`src/rtl/adc_fft_if_pkg.sv`:
```
// adc_fft_if_pkg: shared state encoding and defaults for the adc_fft_if frame loader
package adc_fft_if_pkg;
    localparam int RWIDTH_DEF    = 16;
    localparam int FRAME_LEN_DEF = 256;
    localparam int FRAME_CNT_W   = 16;
    typedef enum logic [1:0] {ST_IDLE = 2'd0, ST_STREAM = 2'd1, ST_GAP = 2'd2} state_e;
endpackage

```
`src/rtl/adc_fft_if_fft_frame_loader.sv`:
```
// adc_fft_if_fft_frame_loader: pops whole frames from an FWFT FIFO and streams them to the FFT core
//   clk, rst            clock, synchronous active-high reset
//   enable_i            allow new frames to launch
//   fifo_dout_i         FIFO head word, valid while fifo_empty_i=0
//   fifo_empty_i        FIFO empty flag
//   fifo_count_i        words held in the FIFO
//   fifo_rd_en_o        combinational pop strobe
//   fft_ready_i         FFT core can accept a new frame
//   fft_start_o         pulse with sample 0
//   fft_dvalid_o        fft_data_o carries a sample
//   fft_data_o          sample to the FFT core
//   fft_last_o          high with the final sample of a frame
//   frame_cnt_o         completed frames, wrapping
//   underrun_o          sticky flag: a slot was emitted while the FIFO was empty
//   underrun_clr_i      clears underrun_o
module adc_fft_if_fft_frame_loader
    import adc_fft_if_pkg::*;
#(
    parameter int RWIDTH    = RWIDTH_DEF,
    parameter int FRAME_LEN = FRAME_LEN_DEF,
    parameter int CNTW      = 12,
    parameter int GAP_CYC   = 4
) (
    input  logic                   clk,
    input  logic                   rst,
    input  logic                   enable_i,
    input  logic [RWIDTH-1:0]      fifo_dout_i,
    input  logic                   fifo_empty_i,
    input  logic [CNTW-1:0]        fifo_count_i,
    output logic                   fifo_rd_en_o,
    input  logic                   fft_ready_i,
    output logic                   fft_start_o,
    output logic                   fft_dvalid_o,
    output logic [RWIDTH-1:0]      fft_data_o,
    output logic                   fft_last_o,
    output logic [FRAME_CNT_W-1:0] frame_cnt_o,
    output logic                   underrun_o,
    input  logic                   underrun_clr_i
);
    localparam int IDXW = $clog2(FRAME_LEN);
    localparam int GAPW = (GAP_CYC > 0) ? $clog2(GAP_CYC + 1) : 1;
    localparam logic [IDXW-1:0] IDX_LAST = IDXW'(FRAME_LEN - 1);
    localparam logic [GAPW-1:0] GAP_LAST = GAPW'((GAP_CYC > 0) ? GAP_CYC - 1 : 0);
    localparam logic [CNTW:0]   FL_EXT   = (CNTW + 1)'(FRAME_LEN);

    state_e                 state_q, state_d;
    logic [IDXW-1:0]        idx_q, idx_d;
    logic [GAPW-1:0]        gap_q, gap_d;
    logic [FRAME_CNT_W-1:0] cnt_q, cnt_d;
    logic                   ur_q, ur_d;
    logic                   dv_q, dv_d, start_q, start_d, last_q, last_d;
    logic [RWIDTH-1:0]      data_q, data_d;
    logic                   stream, idx_last, pop, launch;

    always_comb begin
        stream   = state_q == ST_STREAM;
        idx_last = idx_q == IDX_LAST;
        pop      = stream & ~fifo_empty_i & ~rst;
        // The word popped this cycle is still counted, so discount it when
        // judging whether a full frame remains for a back-to-back launch.
        launch   = enable_i & fft_ready_i & ({1'b0, fifo_count_i} >= FL_EXT + {{CNTW{1'b0}}, pop});
        state_d  = state_q;
        idx_d    = idx_q;
        gap_d    = gap_q;
        cnt_d    = cnt_q;
        ur_d     = (ur_q & ~underrun_clr_i) | (stream & fifo_empty_i);
        dv_d     = stream;
        start_d  = stream & (idx_q == '0);
        last_d   = stream & idx_last;
        data_d   = (stream & ~fifo_empty_i) ? fifo_dout_i : '0;
        if (state_q == ST_IDLE) begin
            state_d = launch ? ST_STREAM : ST_IDLE;
        end else if (stream) begin
            idx_d = idx_last ? '0 : idx_q + 1'b1;
            if (idx_last) begin
                cnt_d   = cnt_q + 1'b1;
                state_d = (GAP_CYC > 0) ? ST_GAP : (launch ? ST_STREAM : ST_IDLE);
            end
        end else begin
            gap_d   = (gap_q == GAP_LAST) ? '0 : gap_q + 1'b1;
            state_d = (gap_q == GAP_LAST) ? ST_IDLE : ST_GAP;
        end
    end

    always_ff @(posedge clk) begin
        if (rst) begin
            state_q <= ST_IDLE;
            idx_q   <= '0;
            gap_q   <= '0;
            cnt_q   <= '0;
            ur_q    <= 1'b0;
            dv_q    <= 1'b0;
            start_q <= 1'b0;
            last_q  <= 1'b0;
            data_q  <= '0;
        end else begin
            state_q <= state_d;
            idx_q   <= idx_d;
            gap_q   <= gap_d;
            cnt_q   <= cnt_d;
            ur_q    <= ur_d;
            dv_q    <= dv_d;
            start_q <= start_d;
            last_q  <= last_d;
            data_q  <= data_d;
        end
    end

    assign fifo_rd_en_o = pop;
    assign fft_start_o  = start_q;
    assign fft_dvalid_o = dv_q;
    assign fft_last_o   = last_q;
    assign fft_data_o   = data_q;
    assign frame_cnt_o  = cnt_q;
    assign underrun_o   = ur_q;
endmodule

```
`config.mk`:
```
export PLATFORM = sky130hd
export DESIGN_NAME = adc_fft_if_fft_frame_loader
export DESIGN_NICKNAME = d
export VERILOG_FILES = /design/src/rtl/adc_fft_if_pkg.sv /design/src/rtl/adc_fft_if_fft_frame_loader.sv
export SDC_FILE = /design/constraint.sdc
export NUM_CORES = 1
export LEC_CHECK = 0
export BUFFER_PORTS_ARGS = -buffer_cell sky130_fd_sc_hd__buf_2
export CAP_MARGIN = 25
export CORE_ASPECT_RATIO = 0.9
export CORE_MARGIN = 3
export CORE_UTILIZATION = 44
export DETAILED_ROUTE_END_ITERATION = 6
export PLACE_DENSITY = 0.72
export SYNTH_ARGS = -nofsm -noshare
export SYNTH_HDL_FRONTEND = slang
export SYNTH_SLANG_ARGS = --single-unit
```
`constraint.sdc`:
```
create_clock -name clk -period 4.8 [get_ports clk]
set_input_delay 0.96 -clock clk [delete_from_list [all_inputs] [get_ports clk]]
set_output_delay 0.96 -clock clk [all_outputs]
set_load 0.02 [all_outputs]
```
== Yosys cells after proc, flatten, opt, wreduce, memory -nomap -nowiden ==
Cells that the tools add are included.
Word-level totals
  input port bits: 34
  register bits after elaboration: 49
  output and inout port bits: 37
  logic and storage cells: 46
Cells by class
  magnitude comparators: 1
  multiplexer cells: 7
  bitwise logic cells: 15
  eq/ne operators: 4
  $add $sub $neg: 4
  reduce and logical (&&, ||, !) cells: 6
Operators with widths (count)
  $add 16x1->16 const B: 1
  $ge 12x10->1: 1
  $add 9x1->10 const A: 1
  $add 8x1->8 const B: 1
  $and 1x1->1: 8
  $eq 8x8->1 const B: 1
  $logic_not 8->1: 1
  $mux 2: 4
  $mux 8: 1
  $not 1->1: 6
  $reduce_and 2->1: 2
  $add 3x1->3 const B: 1
  $eq 3x2->1 const B: 1
  $mux 3: 1
  $ne 3x1->1 const B: 1
  $reduce_and 3->1: 1
  $eq 2x1->1 const B: 1
  $logic_not 2->1: 1
  $reduce_or 2->1: 1
  $mux 1: 1
  $or 1x1->1: 1

== Logic depth before layout (Yosys ltp) ==
Gate-level depths: netlist of run 1.
  depth in word-level cells: 8
  mapped depth: 6
  depth with buffers taken out: 5

== Worst setup path after synthesis of run 1 ==
OpenSTA, ideal clock, no wires.
  path type: input-to-output
  start point: in rst
  end point: out fifo_rd_en_o
  stages: 3
  setup slack: 2.103 ns
  arrival: 1.737 ns
  required time: 3.840 ns
  cell sequence: clkbuf_1 nor3_1 buf_2
Between the ends
  word-level cells in the longest chain between the ends: 2
RTL lines
  start: declaration: line adc_fft_if_fft_frame_loader.sv:25  | input logic rst,
  $not 1->1: line adc_fft_if_fft_frame_loader.sv:58  | pop = stream & ~fifo_empty_i & ~rst;
  $and 1x1->1: line adc_fft_if_fft_frame_loader.sv:58
  end: declaration: line adc_fft_if_fft_frame_loader.sv:30  | output logic fifo_rd_en_o,
Every way passes these cells.

== Worst setup path after layout of run 1 ==
Ends and elaborated chain as after synthesis.

==> summary.md, run 1 <==
| Metric | Value |
|---|---|
| VDD IR-drop max | `193 µV` |
| CP most frequent cell | `buf_2` |
| Post-CTS Setup Inserts | `0` |
| Post-synth ARST share | `0%` |
| Setup TNS | `0 ns` |
| RR Startpoint | `idx_q[1]` |
| Drt pass-1 iters | `4` |
| Hold path depth | `2` |
| Share of cells above drive strength 1 | `29.2%` |
| Slowest CP cell | `buf_2` |
| Tcrit/Tclk final | `59.5%` |
| Post_cts resized | `0` |
| Fin Clk Skew | `0.00277 ns` |
| # setup viols final | `0` |
| WL per Instance | `11.9 µm` |
| H-tree depth | `2` |
| Worst skew pair latency | `0.30 ns` |
| # DRC | `0` |
| Initial Util | `46.6%` |
| Final hold violation count | `0` |
| CTS Sinks | `49` |
| Primary FF master, synth | `dfxtp_1` |
| Cell row count | `22` |
| Worst path cell trace | `buf_2 > nor3_1 > buf_4 > buf_2` |
| Post-CTS Hold Buffers | `0` |
| Die height | `69.0 µm` |
| RSZ-0062 raised after global routing | `false` |
| CTS tree | `yes` |
| Area delta synth->final | `22.7%` |
| Avg Vias per Cell | `5.07` |
| Leakage | `1.03 nW` |
| Pin count of the biggest net entering global routing | `34` |
| Ant. Diodes | `0` |
| Status | `completed` |
| Synthesized Nets | `239` |
| Post-synthesis sequential area ratio | `50.6%` |
| CP Capture Type | `primary output` |
| Clock Path Buffers | `2` |
| Die Area | `5240 µm²` |
| Nets@finish | `301` |
| # fillers | `385` |
| Initial antenna violation count | `0` |
| Fmax | `350 MHz` |
| PortBufs | `62` |
| Total core area | `4160 µm²` |
| Routed WL | `3.87 mm` |
| Post-synth cell types | `38` |
| CP required | `3.84 ns` |
| Hold endpoint | `gap_q[2]` |
| Netlist Area Pre-Place | `1940 µm²` |
| I/O Pins | `71` |
| Top-count cell post-synth | `dfxtp_1` |
| Worst setup startpoint | `rst` |
| Placer congestion estimate | `0.773` |
| Cells after Synth | `201` |
| Dominant cell type by area after synthesis | `dfxtp_1` |
| Flops & latches, synth | `49` |
| Hold path start | `gap_q[2]` |
| Worst R2R End | `frame_cnt_o[10]` |
| Critical path arrival | `1.90 ns` |
| Fin util | `57.2%` |
| Number of buffers created by CTS | `5` |
| Slew margin rel. | `61.2%` |
| EDFF count, synth | `0` |
| Worst slew pin tran | `0.583 ns` |
| Critical Path Fanout Max | `33` |
| Via Count | `1,642` |
| Drt first-iter violations | `162` |
| First-pass GRT wire length | `6.13 mm` |
| R2r setup slk | `2.99 ns` |
| Mapped Avg Cell Area | `9.64 µm²` |
| Largest cells by area after synthesis | `dfxtp_1 (51%), and2_1 (5.2%), a21oi_1 (3.6%), xor2_1 (3.6%), ha_1 (2.6%)` |
| Max-cap violations | `0` |
| Critical path startpoint category | `input port` |
| Post-synth top area share | `50.6%` |
| All-Layer GR Usage | `15.0%` |
| Slowest stage delay, CP | `0.46 ns` |
| DP Wirelength | `2.75 mm` |
| Hold Path Class | `reg -> reg` |
| Die width | `76.0 µm` |
| Period minus WS final | `2.86 ns` |
| Total grt overflow | `0` |
| Antenna viol nets, final | `0` |
| Synth Warn # | `0` |
| Clk root buf | `clkbuf_8` |
| Synth cell count leaders | `dfxtp_1 (49), and2_1 (16), a21oi_1 (14), nor2_1 (13), nand2_1 (9)` |
| Pwr dens | `287 nW/µm²` |
| Clk slew on worst S/H paths | `0.08 ns` |
| Slew Limit Fails | `0` |
| Critical path class | `in -> out` |
| Number of global-route vias before repair | `1,376` |
| Reg2Reg Depth | `5` |
[per-layer routing]
metal	up-vias	track usage (%)	share of wire, %
li1	836	-	-
met5	-	0	0
met2	64	22.8	41
met4	0	7.47	2.0
met1	735	18.7	48
met3	7	5.97	8.5
[stage by stage]
step / worst slack (ns) / instance area, µm² / std cells / hold WS [ns] / power (mW)
after detailed placement: 1.93 / 2290 / 316 / 0.424 / 0.457
after CTS: 1.92 / 2380 / 324 / 0.436 / 0.693
after global placement: 1.93 / 2290 / 316 / 0.418 / 0.457
after global routing: 1.81 / 2380 / 324 / 0.464 / 0.713
after floorplan: 2.10 / 1940 / 201 / 0.406 / 0.441
final: 1.94 / 2380 / 324 / 0.440 / 0.683
[worst max-delay path: cells and delay by family]
| family | cells | cell delay, ns |
|---|---|---|
| simple gates | 1 | 0.10 |
| buf+inv | 3 | 0.82 |
[placed cells by master (no fill, tap or decap), types with 2 or more instances in the layout]
cell         n
or3_1        4
and4_1       3
nor4_1       3
nor3_1       5
nor2b_1      2
and2_1      16
o31ai_1      4
clkinvlp_4   2
nand2_1      9
a21oi_1     14
buf_2       62
mux2i_1      2
and3_1       6
nand3_1      6
nor2_1      13
clkbuf_8     5
o21ai_0      7
ha_1         4
inv_1        7
or4_1        4
xor2_1       8
and4b_1      2
mux2_2       2
xnor2_1      3
nand4_1      8
dfxtp_1     49
[report_power, final]
| group | internal [mW] | switching [mW] | leakage (nW) |
|---|---|---|---|
| Combinational | 0.0149 | 0.0194 | 0.600 |
| Sequential | 0.411 | 0.00214 | 0.396 |
| Clock | 0.103 | 0.133 | 0.0374 |
| Total | 0.528 | 0.155 | 1.03 |
[how the worst max path moves through the flow]
stage / endpoint / cells after the start
final: fifo_rd_en_o / 4
after global routing: fifo_rd_en_o / 4
after global placement: fifo_rd_en_o / 4
after detailed placement: fifo_rd_en_o / 4
after CTS: fifo_rd_en_o / 4
after floorplan: fifo_rd_en_o / 3
[registers in the layout, indices dropped and copies added (netlist names)]
name          cells
state_q           2
fft_dvalid_o      1
idx_q             8
fft_last_o        1
fft_start_o       1
fft_data_o       16
gap_q             3
underrun_o        1
frame_cnt_o      16
[kinds of logic (layout without fill, tap and decap cells)]
group / Yosys count / count (layout) / share of synthesized area [%]
compound gates: 28 / 28 / 8.20
xor+xnor: 11 / 11 / 4.97
fa+ha+maj: 4 / 4 / 2.58
buf+inv: 15 / 78 / 3.49
flops: 49 / 49 / 50.6
mux: 4 / 4 / 2.19
simple gates: 90 / 90 / 28.0
[layout make-up]
type | count | area (µm²) | area share (%)
flip-flops and latches | 49 | 981 | 41.3
clock inverters | 2 | 15.0 | 0.632
clock buffers | 6 | 72.6 | 3.05
multi-input cells | 137 | 890 | 37.4
inverters | 7 | 26.3 | 1.11
repair buffers | 63 | 318 | 13.4
well taps | 60 | 75.1 | 3.16
Power figures use the tool's default switching activity.
==> run 2, diff against run 1 <==
==> constraint.sdc (replaced) <==
create_clock -name clk -period 2.67 [get_ports clk]
set_input_delay 0.534 -clock clk [delete_from_list [all_inputs] [get_ports clk]]
set_output_delay 0.534 -clock clk [all_outputs]
set_load 0.02 [all_outputs]
==> run 2 against run 1 <==
Compared with the run above:
- register-to-register slack got worse by 2.1 ns
- sequential share of layout area fell by 0.62 points
- sequential power rose by 80%
- setup slack got worse by 1.4 ns
- total power rose by 95%
- critical path depth did not move
- routed wire length fell by 3.7%
- via count fell by 2.2%
- count of clock-buffer cells in the layout rose by 1
- cell area rose by 1.5%
- die area did not move
- critical endpoint unchanged
- largest cell class unchanged
==> summary.md, run 2 (same netlist as run 1, synthesis figures left out) <==
| Metric | Value |
|---|---|
| Placed Cells | `317 (was 316)` |
| Power share of the sequential group | `55.6% (was 60.4%)` |
| Leakage | `1.06 nW (was 1.03 nW)` |
| Status | `completed (unchanged)` |
| Worst slew pin tran | `0.509 ns (was 0.583 ns)` |
| P_sw | `263 µW (was 155 µW)` |
| Worst path cell trace | `nand2b_1 > nor3_1 > buf_4 > buf_2 (was buf_2 > nor3_1 > buf_4 > buf_2)` |
| Fin Clk Skew | `0.00512 ns (was 0.00277 ns)` |
| Die height | `69.0 µm (unchanged)` |
| Fmax | `477 MHz` |
| Critical path arrival | `1.56 ns (was 1.90 ns)` |
| Post-CTS Setup Inserts | `0 (unchanged)` |
| CP required | `2.14 ns (was 3.84 ns)` |
| Drt first-iter violations | `68 (was 162)` |
| CP Capture Type | `primary output (unchanged)` |
| Pint | `1.07 mW (was 528 µW)` |
| First-pass GRT wire length | `6.31 mm (was 6.13 mm)` |
| Post-CTS Hold Buffers | `0 (unchanged)` |
| Number of buffers created by CTS | `5 (unchanged)` |
| All-Layer GR Usage | `15.1% (was 15.0%)` |
| Final hold violation count | `0 (unchanged)` |
| PortBufs | `62 (unchanged)` |
| Slew margin rel. | `65.9% (was 61.2%)` |
| RR Startpoint | `idx_q[1] (unchanged)` |
| Total core area | `4160 µm² (unchanged)` |
| Period minus WS final | `2.10 ns` |
| Critical path class | `reg -> out (was in -> out)` |
| Slowest stage delay, CP | `0.40 ns (was 0.46 ns)` |
| Combinational share of power | `4.7% (was 5.0%)` |
| PnR Total Power | `1.33 mW (was 683 µW)` |
| # DRC | `0 (unchanged)` |
| Clk root buf | `clkbuf_8 (unchanged)` |
| Clk slew on worst S/H paths | `0.08 ns (about the same)` |
| Sw frac | `19.7% (was 22.7%)` |
| Pwr dens | `553 nW/µm² (was 287 nW/µm²)` |
| Place WS | `0.882 ns (was 1.93 ns)` |
| Worst setup startpoint | `state_q[1] (was rst)` |
| Slew Limit Fails | `0 (unchanged)` |
| RSZ-0062 raised after global routing | `false (unchanged)` |
| DP Wirelength | `2.73 mm (was 2.75 mm)` |
| Share of cells above drive strength 1 | `29.4% (was 29.2%)` |
| Worst R2R End | `frame_cnt_o[10] (unchanged)` |
| Tcrit/Tclk final | `78.5%` |
| CTS Sinks | `49 (unchanged)` |
| Worst skew pair latency | `0.29 ns (was 0.30 ns)` |
| Family with the most delay on the worst path | `simple AND/OR/NAND/NOR gates (was buffers and inverters)` |
| Cell row count | `22 (unchanged)` |
| Setup TNS | `0 ns (unchanged)` |
| # setup viols final | `0 (unchanged)` |
| Total grt overflow | `0 (unchanged)` |
| Placer congestion estimate | `0.829 (was 0.773)` |
| WL per Instance | `11.4 µm (was 11.9 µm)` |
| Ant. Diodes | `0 (unchanged)` |
| Worst Path Buf+Inv | `2 (was 3)` |
| Avg Vias per Cell | `4.94 (was 5.07)` |
| H-tree depth | `2 (unchanged)` |
| Max-cap violations | `0 (unchanged)` |
| Worst setup path endpoint | `fifo_rd_en_o (unchanged)` |
| Nets@finish | `302 (was 301)` |
| Clock power frac | `39.7% (was 34.6%)` |
| Final worst slack | `0.575 ns (was 1.94 ns)` |
| Slowest CP cell | `dfxtp_1 (was buf_2)` |
| Critical Path Fanout Max | `17 (was 33)` |
| Most frequent cells in the layout | `buf_2 (62), dfxtp_1 (49), and2_1 (16) (unchanged)` |
| Clock Path Buffers | `2 (unchanged)` |
| Hold Slack | `0.432 ns (was 0.440 ns)` |
| Area delta synth->final | `24.5% (was 22.7%)` |
| Initial antenna violation count | `0 (unchanged)` |
| Post_cts resized | `0 (unchanged)` |
| Antenna viol nets, final | `0 (unchanged)` |
| Die width | `76.0 µm (unchanged)` |
| CTS tree | `yes (unchanged)` |
| Number of global-route vias before repair | `1,476 (was 1,376)` |
| Pin count of the biggest net entering global routing | `33 (was 34)` |
| Critical path startpoint category | `flip-flop (was input port)` |
| Routed WL | `3.72 mm (was 3.87 mm)` |
| R2r setup slk | `0.88 ns (was 2.99 ns)` |
| Most common cell after layout, fill and taps aside | `buf_2 (unchanged)` |
| Fin cells | `325 (was 324)` |
| Hold Path Class | `reg -> reg (unchanged)` |
| VDD IR-drop max | `382 µV (was 193 µV)` |
| Initial Util | `46.6% (unchanged)` |
| Via Count | `1,606 (was 1,642)` |
| Die Area | `5240 µm² (unchanged)` |
| I/O Pins | `71 (unchanged)` |
| Reg2Reg Depth | `5 (unchanged)` |
| Critical path depth | `4 (unchanged)` |
| Drt pass-1 iters | `4 (unchanged)` |
run 2: cell count changes in the layout (fill, tap and decap cells not counted):
cell | previous run | this run
buf_4 | 1 | 2
clkbuf_8 | 5 | 6
clkinvlp_4 | 2 | 0
bufinv_16 | 0 | 1
run 2: tightest hold or removal path: cells and delay by family, from the launching register on:
family          cells  cell delay [ns]
compound gates      1             0.03
buf+inv             1             0.05
flops               1             0.31
run 2: worst min path at each step:
stage | start | depth (start not counted) | slack (ns) | end
floorplan | gap_q[2] | 2 | 0.41 | gap_q[2]
global placement | gap_q[2] | 2 | 0.42 | gap_q[2]
detailed placement | gap_q[2] | 2 | 0.42 | gap_q[2]
CTS | fifo_dout_i[12] | 2 | 0.42 | fft_data_o[12]
global route | fifo_dout_i[13] | 2 | 0.42 | fft_data_o[13]
finish | gap_q[2] | 2 | 0.43 | gap_q[2]
run 2: power groups by stage:
stage	Clock [mW]	Combinational (mW)	Sequential, mW
after global routing	0.578	0.0701	0.744
after floorplan	0	0.0265	0.767
after global placement	0	0.0626	0.759
final	0.530	0.0621	0.742
after detailed placement	0	0.0628	0.760
after CTS	0.546	0.0628	0.742
run 2: area by class of cell:
type	count	area [µm²]
Fill cell	378	1740
Sequential cell	49	981
Multi-Input combinational cell	137	890
Timing Repair Buffer	64	325
Clock buffer	7	86.3
Tap cell	60	75.1
Clock inverter	1	30.0
Inverter	7	26.3
run 2: through the flow:
step                      area (µm²)  util (%)
after floorplan                 1940         -
after global placement          2300      55.3
after detailed placement        2300      55.3
after CTS                       2410      58.1
after global routing            2410      58.1
final                           2410      58.1
run 2: routing by layer:
| layer | vias to the layer above | share of wire, % | GRT usage (%) |
|---|---|---|---|
| met5 | - | 0 | 0 |
| met4 | 0 | 0.73 | 4.07 |
| met3 | 2 | 7.8 | 6.62 |
| met2 | 52 | 43 | 25.1 |
| met1 | 715 | 49 | 18.3 |
| li1 | 837 | - | - |
==> run 3, diff against run 2 <==
--- a/config.mk
+++ b/config.mk
@@ -11,7 +11,7 @@
 export CORE_MARGIN = 3
 export CORE_UTILIZATION = 44
 export DETAILED_ROUTE_END_ITERATION = 6
-export PLACE_DENSITY = 0.72
+export PLACE_DENSITY = 0.75
 export SYNTH_ARGS = -nofsm -noshare
 export SYNTH_HDL_FRONTEND = slang
 export SYNTH_SLANG_ARGS = --single-unit
==> constraint.sdc (replaced) <==
create_clock -name clk -period 1.9 [get_ports clk]
set_input_delay 0.38 -clock clk [delete_from_list [all_inputs] [get_ports clk]]
set_output_delay 0.38 -clock clk [all_outputs]
set_load 0.02 [all_outputs]
==> run 3 against run 2 <==
Compared with the run above:
- total power grew 33%
- die area is the same
- count of clock-buffer cells in the layout shrank 2
- largest power group unchanged
==> summary.md, run 3 (same netlist as run 1, synthesis figures left out) <==
| Metric | Value |
|---|---|
| CP Capture Type | `primary output (unchanged)` |
| Initial Util | `46.6% (unchanged)` |
| Routed WL | `3.78 mm (was 3.72 mm)` |
| Fmax | `566 MHz` |
| CTS tree | `yes (unchanged)` |
| Slew Limit Fails | `0 (unchanged)` |
| Placer congestion estimate | `0.800 (was 0.829)` |
| Share of cells above drive strength 1 | `32.4% (was 29.4%)` |
| Nets@finish | `309 (was 302)` |
| First-pass GRT wire length | `6.63 mm (was 6.31 mm)` |
| Clk slew on worst S/H paths | `0.10 ns (was 0.08 ns)` |
| Worst Path Buf+Inv | `2 (unchanged)` |
| # setup viols final | `0 (unchanged)` |
| Total core area | `4160 µm² (unchanged)` |
| Fin Clk Skew | `0.0106 ns (was 0.00512 ns)` |
| Sequential cell area | `982 µm² (was 981 µm²)` |
| VDD IR-drop max | `554 µV (was 382 µV)` |
| DP Wirelength | `2.76 mm (was 2.73 mm)` |
| PnR Total Power | `1.78 mW (was 1.33 mW)` |
| Post-CTS Hold Buffers | `0 (unchanged)` |
| Via Count | `1,649 (was 1,606)` |
| Pwr dens | `723 nW/µm² (was 553 nW/µm²)` |
| I/O Pins | `71 (unchanged)` |
| Cell row count | `22 (unchanged)` |
| Critical path startpoint category | `flip-flop (unchanged)` |
| Period minus WS final | `1.77 ns` |
| CTS Sinks | `49 (unchanged)` |
| WL per Instance | `11.4 µm (about the same)` |
| R2r setup slk | `0.17 ns (was 0.88 ns)` |
| Hold Path Class | `in -> reg (was reg -> reg)` |
| Clock Path Buffers | `2 (unchanged)` |
| Slowest stage delay, CP | `0.45 ns (was 0.40 ns)` |
| Number of global-route vias before repair | `1,517 (was 1,476)` |
| Family with the most delay on the worst path | `flip-flops (was simple AND/OR/NAND/NOR gates)` |
| Drt pass-1 iters | `4 (unchanged)` |
| Multi-input gate area | `897 µm² (was 890 µm²)` |
| Die height | `69.0 µm (unchanged)` |
| Die Area | `5240 µm² (unchanged)` |
| Pin count of the biggest net entering global routing | `33 (unchanged)` |
| Most frequent cells in the layout | `buf_2 (62), dfxtp_1 (48), and2_1 (16) (was buf_2 (62), dfxtp_1 (49), and2_1 (16))` |
| Place WS | `0.226 ns (was 0.882 ns)` |
| Area delta synth->final | `26.7% (was 24.5%)` |
| Clk root buf | `clkbuf_8 (unchanged)` |
| CP required | `1.52 ns (was 2.14 ns)` |
| Worst slew pin tran | `0.336 ns (was 0.509 ns)` |
| Die width | `76.0 µm (unchanged)` |
| Max-cap violations | `0 (unchanged)` |
| All-Layer GR Usage | `15.7% (was 15.1%)` |
| PortBufs | `62 (unchanged)` |
| Critical path arrival | `1.39 ns (was 1.56 ns)` |
| Most common cell after layout, fill and taps aside | `buf_2 (unchanged)` |
| Worst skew pair latency | `0.31 ns (was 0.29 ns)` |
| Worst path cell trace | `nand2b_4 > nor3_1 > buf_4 > buf_2 (was nand2b_1 > nor3_1 > buf_4 > buf_2)` |
| H-tree depth | `2 (unchanged)` |
| Final hold violation count | `0 (unchanged)` |
| Total grt overflow | `0 (unchanged)` |
| Slowest CP cell | `dfxtp_1 (unchanged)` |
| # fillers | `374 (was 378)` |
| Drt first-iter violations | `104 (was 68)` |
| Final worst slack | `0.133 ns (was 0.575 ns)` |
| Critical Path Fanout Max | `12 (was 17)` |
| Critical path class | `reg -> out (unchanged)` |
| Tcrit/Tclk final | `93.0%` |
| RSZ-0062 raised after global routing | `false (unchanged)` |
| Hold Slack | `0.261 ns (was 0.432 ns)` |
| Initial antenna violation count | `0 (unchanged)` |
| Setup TNS | `0 ns (unchanged)` |
| Leakage | `1.09 nW (was 1.06 nW)` |
| Antenna viol nets, final | `0 (unchanged)` |
| # DRC | `0 (unchanged)` |
| Status | `completed (unchanged)` |
| Ant. Diodes | `0 (unchanged)` |
| Slew margin rel. | `77.6% (was 65.9%)` |
| Number of buffers created by CTS | `5 (unchanged)` |
| Avg Vias per Cell | `4.97 (was 4.94)` |
run 3: changes by cell type in the layout (fill, tap and decap cells not counted):
cell       change
clkbuf_8       -1
bufinv_16      -1
inv_6          +1
buf_4          +7
inv_8          +1
clkinv_4       +1
dfxtp_2        +1
nand2b_4       +1
dfxtp_1        -1
clkbuf_1       -1
nand2b_1       -1
run 3: final timing paths:
path | end | depth (start not counted) | from
max reg2reg | frame_cnt_o[12] | 5 | idx_q[1]
max | fifo_rd_en_o | 4 | state_q[0]
min | fft_data_o[3] | 2 | fifo_dout_i[3]
min reg2reg | gap_q[2] | 2 | gap_q[2]
run 3: final cells by class:
cell class	count	share of cell area [%]
multi-input combinational	137	36.5
timing repair buffer	71	15.4
clock inverter	3	1.17
tap	60	3.06
inverter	7	1.07
clock buffer	5	2.80
sequential	49	40.0
run 3: worst reg2reg max path, cell delays in order (launching register included):
cell and delay, ns:
dfxtp_1 0.38, ha_1 0.18, and3_2 0.26, nand4_1 0.27, or3_1 0.42, a21oi_1 0.14
run 3: per-layer routing:
| layer | vias to the layer above | track usage (%) | wire [µm] |
|---|---|---|---|
| met3 | 7 | 6.49 | 365 |
| met2 | 53 | 26.4 | 1680 |
| met5 | - | 0 | 0 |
| li1 | 852 | - | - |
| met4 | 0 | 6.11 | 64 |
| met1 | 737 | 18.3 | 1680 |
run 3: power by group:
part | internal (mW) | switching (mW)
sequential | 1.04 | 0.00612
clock | 0.275 | 0.365
combinational | 0.0419 | 0.0492
run 3: through the flow:
| step | std cells | utilization (%) | instance area [µm²] |
|---|---|---|---|
| CTS | 329 | 58.5 | 2430 |
| detailed placement | 321 | 56.0 | 2330 |
| floorplan | 201 | - | 1940 |
| finish | 332 | 59.1 | 2460 |
| global route | 332 | 59.1 | 2460 |
| global placement | 321 | 56.0 | 2330 |
run 3: what timing repair did:
| action | 4_1_cts | 5_1_grt |
|---|---|---|
| gates cloned | 0 | 0 |
| resized for setup | 2 | 1 |
| buffers inserted | 0 | 3 |
| endpoints found under the setup margin | 1 | 1 |
